### config.mk
export PLATFORM = sky130hd
export DESIGN_NAME = learn_sequencer_flat
export DESIGN_NICKNAME = d
export VERILOG_FILES = /design/src/rtl/learn_pkg.sv /design/src/rtl/learn_sequencer_if.sv /design/src/rtl/learn_sequencer_tick_prescaler.sv /design/src/rtl/learn_sequencer.sv /design/src/flat_wrapper.sv
export SDC_FILE = /design/constraint.sdc
export NUM_CORES = 1
export LEC_CHECK = 0
export CAP_MARGIN = 5
export CORE_MARGIN = 2
export CORE_UTILIZATION = 40
export CTS_CLUSTER_DIAMETER = 150
export DETAILED_ROUTE_END_ITERATION = 10
export GPL_ROUTABILITY_DRIVEN = 0
export PLACE_DENSITY = 0.72
export SYNTH_ARGS = -nofsm -noshare
export SYNTH_HDL_FRONTEND = slang
export SYNTH_SLANG_ARGS = --single-unit
### constraint.sdc
create_clock -name clk -period 6 [get_ports clk]
set_input_delay 1.2 -clock clk [delete_from_list [all_inputs] [get_ports clk]]
set_output_delay 1.2 -clock clk [all_outputs]
set_load 0.01 [all_outputs]
### src/rtl/learn_pkg.sv
// Learning-mode sequencer shared types: FSM states, grade codes,
// note sentinels and the reaction-time grading helper.
package learn_pkg;

  typedef enum logic [2:0] {
    IDLE,
    FETCH,
    REST,
    PROMPT,
    HOLD,
    RELEASE,
    ADVANCE,
    DONE
  } state_t;

  typedef enum logic [2:0] {
    GR_MISS = 3'd0,
    GR_C    = 3'd1,
    GR_B    = 3'd2,
    GR_A    = 3'd3,
    GR_S    = 3'd4
  } grade_t;

  localparam logic [3:0] NOTE_REST = 4'h0;
  localparam logic [3:0] NOTE_END  = 4'hF;

  // Reaction time t (in units) graded in steps of `step` units.
  function automatic grade_t grade_of(
    input int unsigned t,
    input int unsigned step
  );
    if (t < step)
      return GR_S;
    else if (t < 2 * step)
      return GR_A;
    else if (t < 3 * step)
      return GR_B;
    else
      return GR_C;
  endfunction

endpackage

### src/rtl/learn_sequencer_if.sv
// Song ROM bus: address/song out of the sequencer, note/duration back.
// master = sequencer, slave = ROM (combinational read).
interface learn_sequencer_if #(
  parameter int unsigned ADDR_W = 5,
  parameter int unsigned DUR_W  = 16
);

  logic [ADDR_W-1:0] rom_addr;
  logic [3:0]        rom_song;
  logic [3:0]        rom_note;
  logic [DUR_W-1:0]  rom_dur;

  modport master (
    output rom_addr,
    output rom_song,
    input  rom_note,
    input  rom_dur
  );

  modport slave (
    input  rom_addr,
    input  rom_song,
    output rom_note,
    output rom_dur
  );

endinterface

### src/rtl/learn_sequencer_tick_prescaler.sv
// Free-running prescaler: tick pulses once every TICK_DIV clk cycles.
// Ports: clk, reset (async, active-low), clr (restart count), tick.
module tick_prescaler #(
  parameter int unsigned TICK_DIV = 100000
) (
  input  logic clk,
  input  logic reset,
  input  logic clr,
  output logic tick
);

  localparam int unsigned CW =
    (TICK_DIV > 1) ? $clog2(TICK_DIV) : 1;
  localparam logic [CW-1:0] LAST = CW'(TICK_DIV - 1);

  logic [CW-1:0] cnt;

  always_ff @(posedge clk or negedge reset) begin
    if (!reset)
      cnt <= '0;
    else if (clr || cnt == LAST)
      cnt <= '0;
    else
      cnt <= cnt + 1'b1;
  end

  // A restart swallows any tick due in the same cycle.
  assign tick = (cnt == LAST) && !clr;

endmodule

### src/rtl/learn_sequencer.sv
// Learning-mode controller: walks the song ROM, prompts each note,
// grades the reaction time, scores, and gates the buzzer.
// Ports: clk, reset (async low), start, abort, song_sel, rom bus,
//   key_note, show_note, tone_en/tone_note, grade/grade_valid,
//   score, busy, done.
module learn_sequencer
  import learn_pkg::*;
#(
  parameter int unsigned TICK_DIV  = 100000,
  parameter int unsigned ADDR_W    = 5,
  parameter int unsigned DUR_W     = 16,
  parameter int unsigned T_GRADE   = 500,
  parameter int unsigned T_TIMEOUT = 3000,
  parameter int unsigned SCORE_MAX = 99
) (
  input  logic               clk,
  input  logic               reset,
  input  logic               start,
  input  logic               abort,
  input  logic [3:0]         song_sel,
  learn_sequencer_if.master  rom,
  input  logic [3:0]         key_note,
  output logic [3:0]         show_note,
  output logic               tone_en,
  output logic [3:0]         tone_note,
  output logic [2:0]         grade,
  output logic               grade_valid,
  output logic [7:0]         score,
  output logic               busy,
  output logic               done
);

  localparam int unsigned RT_W = $clog2(T_TIMEOUT + 1);

  state_t            state;
  state_t            state_n;
  logic [ADDR_W-1:0] addr_q;
  logic [3:0]        song_q;
  logic [3:0]        note_q;
  logic [DUR_W-1:0]  dur_q;
  logic [RT_W-1:0]   rt_q;
  logic [DUR_W:0]    dcnt_q;
  logic [2:0]        grade_q;
  logic              gv_q;
  logic [7:0]        score_q;
  logic              key_prev;

  logic              tick;
  logic              accept;
  logic              key_press;
  logic              key_hit;
  logic              timeout;
  logic              dur_done;
  grade_t            hit_grade;
  logic [8:0]        sum_sc;
  logic [7:0]        score_nx;

  assign accept = start && !abort &&
                  (state == IDLE || state == DONE);

  tick_prescaler #(
    .TICK_DIV (TICK_DIV)
  ) u_tick (
    .clk   (clk),
    .reset (reset),
    .clr   (accept),
    .tick  (tick)
  );

  assign key_press = (key_note != NOTE_REST) && !key_prev;
  assign key_hit   = key_press && (key_note == note_q);
  assign timeout   = rt_q >= RT_W'(T_TIMEOUT);

  // Exit on the tick that completes dur_q units; dur 0 exits on 1st.
  assign dur_done  = tick &&
                     ((dcnt_q + 1'b1) >= {1'b0, dur_q});

  assign hit_grade = grade_of({{(32-RT_W){1'b0}}, rt_q}, T_GRADE);
  assign sum_sc    = {1'b0, score_q} + {6'd0, hit_grade};
  assign score_nx  = (sum_sc > 9'(SCORE_MAX)) ?
                     8'(SCORE_MAX) : sum_sc[7:0];

  always_ff @(posedge clk or negedge reset) begin
    if (!reset)
      state <= IDLE;
    else
      state <= state_n;
  end

  always_comb begin
    state_n   = state;
    show_note = NOTE_REST;
    tone_en   = 1'b0;
    tone_note = NOTE_REST;
    busy      = 1'b1;
    done      = 1'b0;
    unique case (state)
      IDLE: begin
        busy = 1'b0;
        if (accept) state_n = FETCH;
      end
      DONE: begin
        busy = 1'b0;
        done = 1'b1;
        if (accept) state_n = FETCH;
      end
      FETCH: begin
        if (rom.rom_note == NOTE_END)
          state_n = DONE;
        else if (rom.rom_note == NOTE_REST)
          state_n = REST;
        else
          state_n = PROMPT;
      end
      REST: begin
        if (dur_done) state_n = ADVANCE;
      end
      PROMPT: begin
        show_note = note_q;
        if (key_hit)
          state_n = HOLD;
        else if (timeout && !key_press)
          state_n = ADVANCE;
      end
      HOLD: begin
        show_note = note_q;
        tone_en   = 1'b1;
        tone_note = note_q;
        if (dur_done || key_note == NOTE_REST)
          state_n = RELEASE;
      end
      RELEASE: begin
        if (key_note == NOTE_REST) state_n = ADVANCE;
      end
      ADVANCE: begin
        if (addr_q == '1)
          state_n = DONE;
        else
          state_n = FETCH;
      end
      default: state_n = IDLE;
    endcase
    if (abort) state_n = IDLE;
  end

  always_ff @(posedge clk or negedge reset) begin
    if (!reset) begin
      addr_q   <= '0;
      song_q   <= '0;
      note_q   <= '0;
      dur_q    <= '0;
      rt_q     <= '0;
      dcnt_q   <= '0;
      grade_q  <= '0;
      gv_q     <= 1'b0;
      score_q  <= '0;
      key_prev <= 1'b0;
    end else begin
      key_prev <= (key_note != NOTE_REST);
      gv_q     <= 1'b0;
      if (accept) begin
        addr_q  <= '0;
        song_q  <= song_sel;
        grade_q <= GR_MISS;
        score_q <= '0;
      end else if (!abort) begin
        case (state)
          FETCH: begin
            note_q <= rom.rom_note;
            dur_q  <= rom.rom_dur;
            rt_q   <= '0;
            dcnt_q <= '0;
          end
          REST: begin
            if (tick) dcnt_q <= dcnt_q + 1'b1;
          end
          PROMPT: begin
            if (tick && !timeout) rt_q <= rt_q + 1'b1;
            if (key_press) begin
              gv_q <= 1'b1;
              if (key_hit) begin
                grade_q <= hit_grade;
                score_q <= score_nx;
                dcnt_q  <= '0;
              end else begin
                grade_q <= GR_MISS;
              end
            end else if (timeout) begin
              gv_q    <= 1'b1;
              grade_q <= GR_MISS;
            end
          end
          HOLD: begin
            if (tick) dcnt_q <= dcnt_q + 1'b1;
          end
          ADVANCE: begin
            if (addr_q != '1) addr_q <= addr_q + 1'b1;
          end
          default: ;
        endcase
      end
    end
  end

  assign rom.rom_addr = addr_q;
  assign rom.rom_song = song_q;
  assign grade        = grade_q;
  assign grade_valid  = gv_q;
  assign score        = score_q;

endmodule

### src/flat_wrapper.sv
// flat-port wrapper written by rule: the top's interface ports become plain ports
module learn_sequencer_flat import learn_pkg::*;
#(
  parameter int unsigned TICK_DIV  = 100000,
  parameter int unsigned ADDR_W    = 5,
  parameter int unsigned DUR_W     = 16,
  parameter int unsigned T_GRADE   = 500,
  parameter int unsigned T_TIMEOUT = 3000,
  parameter int unsigned SCORE_MAX = 99
)
  (clk, reset, start, abort, song_sel, key_note, show_note, tone_en, tone_note, grade, grade_valid, score, busy, done, rom_rom_addr, rom_rom_song, rom_rom_note, rom_rom_dur);
  learn_sequencer_if #(.ADDR_W(ADDR_W), .DUR_W(DUR_W)) rom_i ();
  input  logic clk;
  input  logic reset;
  input  logic start;
  input  logic abort;
  input  logic [3:0] song_sel;
  input  logic [3:0] key_note;
  output logic [3:0] show_note;
  output logic tone_en;
  output logic [3:0] tone_note;
  output logic [2:0] grade;
  output logic grade_valid;
  output logic [7:0] score;
  output logic busy;
  output logic done;
  output wire logic [$bits(rom_i.rom_addr)-1:0] rom_rom_addr;
  output wire logic [$bits(rom_i.rom_song)-1:0] rom_rom_song;
  input wire logic [$bits(rom_i.rom_note)-1:0] rom_rom_note;
  input wire logic [$bits(rom_i.rom_dur)-1:0] rom_rom_dur;
  assign rom_rom_addr = rom_i.rom_addr;
  assign rom_rom_song = rom_i.rom_song;
  assign rom_i.rom_note = rom_rom_note;
  assign rom_i.rom_dur = rom_rom_dur;
  learn_sequencer #(.TICK_DIV(TICK_DIV), .ADDR_W(ADDR_W), .DUR_W(DUR_W), .T_GRADE(T_GRADE), .T_TIMEOUT(T_TIMEOUT), .SCORE_MAX(SCORE_MAX)) u_core (.clk(clk), .reset(reset), .start(start), .abort(abort), .song_sel(song_sel), .rom(rom_i), .key_note(key_note), .show_note(show_note), .tone_en(tone_en), .tone_note(tone_note), .grade(grade), .grade_valid(grade_valid), .score(score), .busy(busy), .done(done));
endmodule
==> results of run 1 <==
==> layer usage <==
| metal | track usage (%) | vias up | routed length [um] |
|---|---|---|---|
| met5 | 0 | - | 0 |
| met4 | 5.60 | 0 | 169 |
| met3 | 3.35 | 17 | 627 |
| met2 | 29.5 | 141 | 5990 |
| met1 | 23.6 | 2176 | 5670 |
| li1 | - | 2157 | - |
==> worst max-delay path, stage by stage, from the launching register on <==
cell and delay [ns]:
dfrtp_1 0.44, nand4_1 0.18, nor2_1 0.09, o21a_1 0.10, or3_1 0.31, a21oi_1 0.22, ha_1 0.24, inv_1 0.07
fa_1 0.39, nand2b_1 0.25, a211oi_1 0.42, a2111oi_0 0.24, o311ai_2 0.43, nand2_1 0.18, o221a_2 0.27
==> flip-flops by register name (all words and copies together) (netlist names) <==
| name | cells |
|---|---|
| u_core.u_tick.cnt | 17 |
| u_core.rom.rom_addr | 5 |
| u_core.state | 3 |
| u_core.score | 8 |
| u_core.dcnt_q | 17 |
| u_core.grade_valid | 1 |
| u_core.rom.rom_song | 4 |
| u_core.grade | 3 |
| u_core.key_prev | 1 |
| u_core.dur_q | 16 |
| u_core.note_q | 4 |
| u_core.rt_q | 12 |
==> power by group <==
| part | switching (mW) | total (mW) | internal, mW |
|---|---|---|---|
| logic | 0.403 | 0.718 | 0.314 |
| registers | 0.144 | 0.893 | 0.749 |
| clock network | 0.238 | 0.593 | 0.355 |
==> layout make-up <==
| type | instances | area share (%) |
|---|---|---|
| clock buffers | 12 | 4.10 |
| clock inverters | 3 | 0.713 |
| inverters | 27 | 1.56 |
| multi-input cells | 439 | 45.2 |
| flip-flops and latches | 91 | 35.1 |
| well taps | 176 | 3.39 |
| repair buffers | 65 | 9.91 |
==> worst paths after layout <==
path / endpoint / depth (start not counted) / startpoint
setup / recovery: u_core.score[6]$_DFFE_PN0P_ / 14 / u_core.rt_q[7]$_DFFE_PN0P_
hold / removal: u_core.rom.rom_song[1]$_DFFE_PN0P_ / 2 / u_core.rom.rom_song[1]$_DFFE_PN0P_
setup reg to reg: u_core.score[6]$_DFFE_PN0P_ / 14 / u_core.rt_q[7]$_DFFE_PN0P_
hold reg to reg: u_core.rom.rom_song[1]$_DFFE_PN0P_ / 2 / u_core.rom.rom_song[1]$_DFFE_PN0P_
max in group asynchronous: u_core.dcnt_q[16]$_DFFE_PN0P_ / 2 / reset
min in group asynchronous: u_core.dur_q[10]$_DFFE_PN0P_ / 1 / reset
==> cell families after synthesis <==
| logic type | after synthesis | synth area share (%) |
|---|---|---|
| AOI/OAI and AO/OA | 132 | 16.3 |
| xor gates and xnor gates | 49 | 8.05 |
| adders and majority gates | 26 | 6.13 |
| buffers and inverters | 52 | 4.01 |
| DFF | 91 | 42.0 |
| muxes | 10 | 2.03 |
| and+or+nand+nor | 222 | 21.5 |
==> placed cells by master (no fill, tap or decap), types with 7 or more instances in the layout <==
cell type and count:
xor2_1 32, nand4_1 11, nor2_1 52, xnor2_1 16
clkbuf_16 9, inv_1 27, nand3_1 15, nand2_1 66
and3_1 16, nor3_1 9, ha_1 25, clkdlybuf4s50_1 62
dfrtp_1 91, o21ai_1 8, o21ai_0 43, nand2b_1 9
a21oi_1 25, and2_1 7
==> metrics by stage <==
step / utilization [%] / std cells
4_1_cts: 49.0 / 813
3_5_place_dp: 46.7 / 798
3_3_place_gp: 46.7 / 798
5_1_grt: 49.0 / 813
6_report: 49.0 / 813
2_1_floorplan: - / 582
==> impl_metrics.json, run 1 <==
{
  "antenna_found_initial": 0,
  "synthToLayoutAreaGrowth_pct": 19.6,
  "synth_commonest_cells": "91 x dfrtp_1, 66 x nand2_1, 52 x nor2_1",
  "ys.flop_type": "dfrtp_1",
  "ys_ff_latch": 91,
  "critPathLaunchType": "register",
  "core_sq_um": 13200,
  "post_dp_cell_area_sq_um": 6180,
  "p_leak_nw": 2.85,
  "power_density_nw_per_um2": 339,
  "syn_avg_cell_area_sq_um": 9.33,
  "hold_ws_ns": 0.490,
  "status": "completed",
  "clock_latency_ns": 0.35,
  "grt_pass1_vias": 4350,
  "register_area_sq_um": 2280,
  "multiInputGateArea_sq_um": 2940,
  "synth.area.top_cells": "dfrtp_1 42%, ha_1 5.8%, xor2_1 5.2%",
  "wl_per_cell_um": 15.3,
  "grt.total_usage_pct": 17.8,
  "wirelength_um": 12500,
  "synth_nets": 640,
  "grt_max_degree": 90,
  "placement_rows": 42,
  "yosysSeqAreaShare_pct": 42.0,
  "fillers": 1215,
  "yosys.area.top_type": "dfrtp_1",
  "setup_slack_ns": 2.07,
  "hold_violations": 0,
  "layout.nets": 691,
  "num_vias": 4491,
  "synth-edff-count": 0,
  "drv_slew": 0,
  "cts_setup_buffers": 0,
  "postSynthCellCount": 582,
  "clk_pin_slew_ns": 0.06,
  "ant_nets": 0,
  "start_util_pct": 41.0,
  "grt_setup_unrepaired": "no",
  "pre_cts_ws_ns": 1.82,
  "yosysWarningCount": 0,
  "die_h_um": 120,
  "critical_path_class": "register to register",
  "period_needed_ns": 3.93,
  "rrSetupSlack_ns": 2.07,
  "dr.pass1.iters": 7,
  "cts_made_buffers": 9,
  "synthArstFlopShare_pct": 100,
  "io_pins": 64,
  "cts_hold_buf": 0,
  "skew_ns": 0.00996,
  "cap_violations": 0,
  "vdd_ir_drop_max_mv": 0.172,
  "htreeDepth": 3,
  "hold_class": "register to register",
  "tightest_slew_ns": 1.13,
  "die-width_um": 120,
  "antenna_cells": 0,
  "grt-ovfl-total": 0,
  "post-route-period-util_pct": 65.5,
  "fmax_ghz": 0.254,
  "maxSlewHeadroom_pct": 24.6,
  "grt_pass1_wl_um": 20900,
  "cts_tree": "yes",
  "drive_gt1_share_pct": 8.01,
  "synthDistinctLibCells": 73,
  "finalSetupTns_ns": 0,
  "dp_hpwl_um": 8790,
  "final_area_sq_um": 6490,
  "critPathRequiredTime_ns": 6.24,
  "cts_resized": 0,
  "drc": 0,
  "crit_path_end_kind": "register",
  "drtIter0Drc": 414,
  "root_buffer": "clkbuf_16",
  "port-buffer-count": 63,
  "yosysMostFrequentCell": "dfrtp_1",
  "cts.sinks": 91,
  "finalPower_mw": 2.20,
  "synth_top_cell_area_share_pct": 42.0,
  "arrival_ns": 4.17,
  "setup_viol": 0,
  "path_max_fanout": 6,
  "dieArea_sq_um": 14500,
  "synth_area_sq_um": 5430,
  "vias_per_cell": 5.52,
  "clk_path_buf_depth": 2
}
Power figures use the tool's default switching activity.
==> inputs of run 2 (changes only) <==
Settings changed: PLACE_DENSITY 0.72 to 0.75.
Clock period 6 ns to 3.36 ns, I/O delays scaled along.
==> impl_metrics.json, run 2 (same netlist as run 1, synthesis figures left out) <==
{
  "period_needed_ns": 3.40,
  "crit_path_start": "u_core.rt_q[3]$_DFFE_PN0P_",
  "layout.nets": 728,
  "arrival_ns": 3.64,
  "drive_gt1_share_pct": 16.4,
  "vias_per_cell": 5.54,
  "r2r_end": "u_core.score[2]$_DFFE_PN0P_",
  "cts_tree": "yes",
  "status": "finished, violations left",
  "vdd_ir_drop_max_mv": 0.274,
  "violations": "negative setup slack",
  "drtIter0Drc": 297,
  "maxSlewHeadroom_pct": 40.9,
  "root_buffer": "clkbuf_16",
  "critical_path_class": "register to register",
  "cts.sinks": 91,
  "power_density_nw_per_um2": 572,
  "worst_path_most_repeated_cell": "buf_4",
  "placement_rows": 42,
  "tightest_slew_ns": 0.885,
  "fmax_ghz": 0.294,
  "clk_path_buf_depth": 2,
  "reg2reg_depth": 15,
  "setup_viol": 3,
  "critPathRequiredTime_ns": 3.60,
  "die_h_um": 120,
  "path_max_fanout": 6,
  "wl_per_cell_um": 16.1,
  "reg2reg_from": "u_core.rt_q[3]$_DFFE_PN0P_",
  "hold_ws_ns": 0.366,
  "critPathLaunchType": "register",
  "num_vias": 4712,
  "dr.pass1.iters": 5,
  "cp_slowest_cell": "dfrtp_2",
  "p_seq_share_pct": 39.9,
  "critPathMaxStageDelay_ns": 0.45,
  "htreeDepth": 3,
  "drc": 0,
  "power.internal_mw": 2.51,
  "io_pins": 64,
  "p_sw_mw": 1.45,
  "final_cell_mix": "88 x dfrtp_1, 66 x nand2_1, 62 x clkdlybuf4s50_1",
  "reg_top3": "u_core.dcnt_q (17), u_core.u_tick.cnt (17), u_core.dur_q (16)",
  "numPlacedInstances": 824,
  "p_leak_nw": 3.10,
  "cap_violations": 0,
  "synthToLayoutAreaGrowth_pct": 27.7,
  "combPwrFrac_pct": 35.3,
  "ant_nets": 0,
  "drv_slew": 0,
  "setup_slack_ns": -0.0389,
  "antenna_cells": 0,
  "grt_max_degree": 60,
  "path_cells": "o21ai_0, nor2_2, nor4_2, buf_4, a21oi_4, ha_2, buf_4, buf_4, a211oi_4, buf_4, nor3_4, a2111oi_2, o311ai_2, and2_4, a32o_1",
  "dp_hpwl_um": 9470,
  "port-buffer-count": 63,
  "mostFrequentLayoutCell": "dfrtp_1",
  "antenna_found_initial": 0,
  "grt_pass1_vias": 4812,
  "grt_pass1_wl_um": 22500,
  "clock_latency_ns": 0.35,
  "grt.total_usage_pct": 19.1,
  "cts_hold_buf": 0,
  "start_util_pct": 41.0,
  "grt_setup_unrepaired": "yes",
  "core_sq_um": 13200,
  "dieArea_sq_um": 14500,
  "crit_path_end_kind": "register",
  "swShare_pct": 36.7,
  "fin_util_pct": 52.3,
  "rrSetupSlack_ns": -0.04,
  "die-width_um": 120,
  "post-route-period-util_pct": 101,
  "hold_class": "input pin to asynchronous set/reset pin",
  "hold_violations": 0,
  "wirelength_um": 13700,
  "p_clk_share_pct": 24.8,
  "skew_ns": 0.0103,
  "grt-ovfl-total": 0,
  "stdcell_count": 851,
  "cts_made_buffers": 9,
  "clk_pin_slew_ns": 0.07
}
## run 2: cell types whose count changed in the layout (fill, tap and decap cells not counted), moves of 3 or more
| cell | before | now |
|---|---|---|
| buf_4 | 3 | 38 |
| dfrtp_1 | 91 | 88 |
| dfrtp_2 | 0 | 3 |
| ha_1 | 25 | 22 |
## run 2: power groups by stage
stage | logic, mW | registers, mW | clock network [mW]
3_5_place_dp | 1.36 | 1.60 | 0
3_3_place_gp | 1.30 | 1.58 | 0
6_report | 1.40 | 1.58 | 0.985
4_1_cts | 1.39 | 1.58 | 1.00
5_1_grt | 1.57 | 1.61 | 1.05
2_1_floorplan | 0.924 | 1.52 | 0
## run 2: final cells by class
class                           instances  area [sq um]
Sequential cell                        91          2280
Fill cell                            1200          6310
Inverter                               27           101
Multi-Input combinational cell        439          3090
Clock buffer                           11           253
Clock inverter                          5          36.3
Tap cell                              176           220
Timing Repair Buffer                  102           946
## run 2: worst max-delay path by stage
stage | to | slack (ns) | cells past startpoint
4_1_cts | u_core.score[6]$_DFFE_PN0P_ | 0.03 | 13
6_report | u_core.score[2]$_DFFE_PN0P_ | -0.04 | 15
2_1_floorplan | u_core.score[6]$_DFFE_PN0P_ | 0.04 | 14
3_5_place_dp | u_core.score[6]$_DFFE_PN0P_ | -0.16 | 13
5_1_grt | u_core.score[2]$_DFFE_PN0P_ | -0.25 | 15
3_3_place_gp | u_core.score[6]$_DFFE_PN0P_ | 0.09 | 14
## run 2: routing by layer
layer | GRT usage (%) | vias to the layer above | share of wire [%]
li1 | - | 2229 | -
met1 | 23.9 | 2314 | 44
met2 | 32.5 | 140 | 49
met3 | 3.35 | 29 | 4.7
met4 | 7.70 | 0 | 2.3
met5 | 0 | - | 0
## run 2: timing repair
action,4_1_cts,5_1_grt
setup buffers,0,11
endpoints found under the setup margin,7,9
pin swaps,1,14
resized for setup,13,20
## run 2: per-stage QoR
step	setup WS [ns]	TNS [ns]	cell area (sq um)	power (mW)
floorplan	0.0418	0	5430	2.44
global placement	0.0872	0	6400	2.88
detailed placement	-0.155	-0.282	6400	2.95
CTS	0.0286	0	6750	3.97
global route	-0.252	-1.16	6930	4.23
finish	-0.0389	-0.0934	6930	3.97
## run 2: worst max-delay path, delay by kind of cell (launching register included)
family | cells | cell delay [ns]
AO/OA/AOI/OAI | 6 | 1.34
AND/OR/NAND/NOR | 4 | 0.68
buffers and inverters | 4 | 0.64
flip-flops | 1 | 0.45
adder cells (fa/ha/maj) | 1 | 0.18
==> inputs of run 3 (changes only) <==
Settings changed: CORE_MARGIN 2 to not set.
==> impl_metrics.json, run 3 (same netlist as run 1, synthesis figures left out) <==
{
  "stdcell_count": 847,
  "synthToLayoutAreaGrowth_pct": 27.0,
  "path_max_fanout": 6,
  "grt_pass1_vias": 4629,
  "cts.sinks": 91,
  "grt_setup_unrepaired": "yes",
  "htreeDepth": 3,
  "hold_ws_ns": 0.432,
  "swShare_pct": 34.8,
  "cts_tree": "yes",
  "wirelength_um": 13100,
  "fillers": 1163,
  "antenna_cells": 0,
  "p_seq_share_pct": 38.3,
  "p_sw_mw": 1.41,
  "critical_path_class": "register to register",
  "combPwrFrac_pct": 34.9,
  "drv_slew": 0,
  "wl_per_cell_um": 15.5,
  "multiInputGateArea_sq_um": 3060,
  "numPlacedInstances": 823,
  "worst_path_most_repeated_cell": "buf_4",
  "path_cells": "and3_4, o2111ai_2, nand2_1, a21oi_2, a21oi_2, ha_2, buf_4, buf_4, a211oi_4, buf_4, nor3_1, a22oi_2, o311ai_4, buf_4, a31o_2, a22o_1",
  "num_vias": 4705,
  "drtIter0Drc": 441,
  "port-buffer-count": 63,
  "layout.nets": 725,
  "clock_latency_ns": 0.35,
  "dp_hpwl_um": 9260,
  "dr.pass1.iters": 5,
  "reg_top3": "u_core.dcnt_q (17), u_core.u_tick.cnt (17), u_core.dur_q (16)",
  "grt.total_usage_pct": 19.3,
  "clk_path_buf_depth": 2,
  "grt-ovfl-total": 0,
  "vias_per_cell": 5.55,
  "io_pins": 64,
  "register_area_sq_um": 2280,
  "cp_slowest_cell": "dfrtp_2",
  "p_leak_nw": 3.07,
  "tightest_slew_ns": 0.830,
  "placement_rows": 42,
  "setup_viol": 0,
  "cts_made_buffers": 9,
  "skew_ns": 0.0114,
  "vdd_ir_drop_max_mv": 0.337,
  "status": "completed",
  "core_sq_um": 13200,
  "hold_violations": 0,
  "cts_hold_buf": 0,
  "critPathMaxStageDelay_ns": 0.45,
  "period_needed_ns": 3.32,
  "die-width_um": 118,
  "grt_pass1_wl_um": 21900,
  "critPathRequiredTime_ns": 3.60,
  "hold_class": "input pin to asynchronous set/reset pin",
  "drc": 0,
  "arrival_ns": 3.56,
  "clk_pin_slew_ns": 0.07,
  "p_clk_share_pct": 26.8,
  "power.internal_mw": 2.64,
  "final_area_sq_um": 6890,
  "root_buffer": "clkbuf_16",
  "mostFrequentLayoutCell": "dfrtp_1",
  "antenna_found_initial": 0,
  "cap_violations": 0,
  "drive_gt1_share_pct": 15.8,
  "power_density_nw_per_um2": 588,
  "dieArea_sq_um": 14000,
  "ant_nets": 0,
  "start_util_pct": 41.0,
  "final_cell_mix": "88 x dfrtp_1, 65 x nand2_1, 62 x clkdlybuf4s50_1",
  "critPathLaunchType": "register",
  "grt_max_degree": 68,
  "post_dp_cell_area_sq_um": 6380,
  "maxSlewHeadroom_pct": 44.7,
  "die_h_um": 118,
  "fmax_ghz": 0.301,
  "crit_path_end_kind": "register",
  "post-route-period-util_pct": 98.9
}
[run 3: changes by cell type in the layout (fill, tap and decap cells not counted), moves of 2 or more]
| cell | previous run | this run |
|---|---|---|
| bufinv_16 | 0 | 2 |
| and3_4 | 0 | 2 |
| and3_1 | 16 | 14 |
| buf_4 | 38 | 36 |
| clkinv_4 | 2 | 0 |
| a21oi_2 | 1 | 3 |
| a21oi_4 | 2 | 0 |
[run 3: power by group through the flow]
stage / registers, mW / clock network, mW / logic [mW]
CTS: 1.55 / 1.11 / 1.38
detailed placement: 1.57 / 0 / 1.37
global placement: 1.55 / 0 / 1.32
global route: 1.59 / 1.16 / 1.57
floorplan: 1.52 / 0 / 0.924
finish: 1.55 / 1.09 / 1.41
[run 3: final timing paths]
path                                                start                            endpoint  slack (ns)  cells past startpoint
min                                                 reset        u_core.dur_q[10]$_DFFE_PN0P_        0.43                      1
max reg2reg                    u_core.rt_q[3]$_DFFE_PN0P_         u_core.score[3]$_DFFE_PN0P_        0.04                     16
max in group asynchronous                           reset  u_core.rom.rom_song[3]$_DFFE_PN0P_        2.22                      2
max                            u_core.rt_q[3]$_DFFE_PN0P_         u_core.score[3]$_DFFE_PN0P_        0.04                     16
min reg2reg                u_core.u_tick.cnt[0]$_DFF_PN0_      u_core.u_tick.cnt[0]$_DFF_PN0_        0.48                      1
min in group clk           u_core.u_tick.cnt[0]$_DFF_PN0_      u_core.u_tick.cnt[0]$_DFF_PN0_        0.48                      1
[run 3: layer usage]
metal / vias up / global-route usage (%) / part of all wire [%]
met5: - / 0 / 0
met4: 0 / 6.49 / 1.8
met3: 24 / 4.44 / 5.2
met2: 142 / 32.9 / 50
met1: 2315 / 24.0 / 43
li1: 2224 / - / -
[run 3: critical path, delay by kind of cell, from the launching register on]
family          cells  cell delay, ns
compound gates      8            1.59
flops               1            0.45
buf+inv             4            0.62
simple gates        3            0.36
fa+ha+maj           1            0.19
[run 3: metrics by stage]
| step | worst slack (ns) | power [mW] | setup TNS [ns] | util, % |
|---|---|---|---|---|
| 6_report | 0.0354 | 4.05 | 0 | 52.1 |
| 5_1_grt | -0.0932 | 4.32 | -0.252 | 52.1 |
| 4_1_cts | 0.00999 | 4.05 | 0 | 51.0 |
| 3_5_place_dp | -0.103 | 2.95 | -0.110 | 48.2 |
| 3_3_place_gp | 0.0735 | 2.87 | 0 | 48.2 |
| 2_1_floorplan | 0.0418 | 2.44 | 0 | - |
[run 3: layout make-up]
class / count / area share (%)
Timing Repair Buffer: 99 / 13.2
Clock buffer: 11 / 3.52
Tap cell: 176 / 3.19
Sequential cell: 91 / 33.1
Multi-Input combinational cell: 439 / 44.4
Inverter: 27 / 1.47
Clock inverter: 4 / 1.07
[run 3: what timing repair did]
action,CTS,global route
pin swaps,5,8
setup endpoints to repair,8,9
gates resized for setup,13,17
setup buffers,1,8
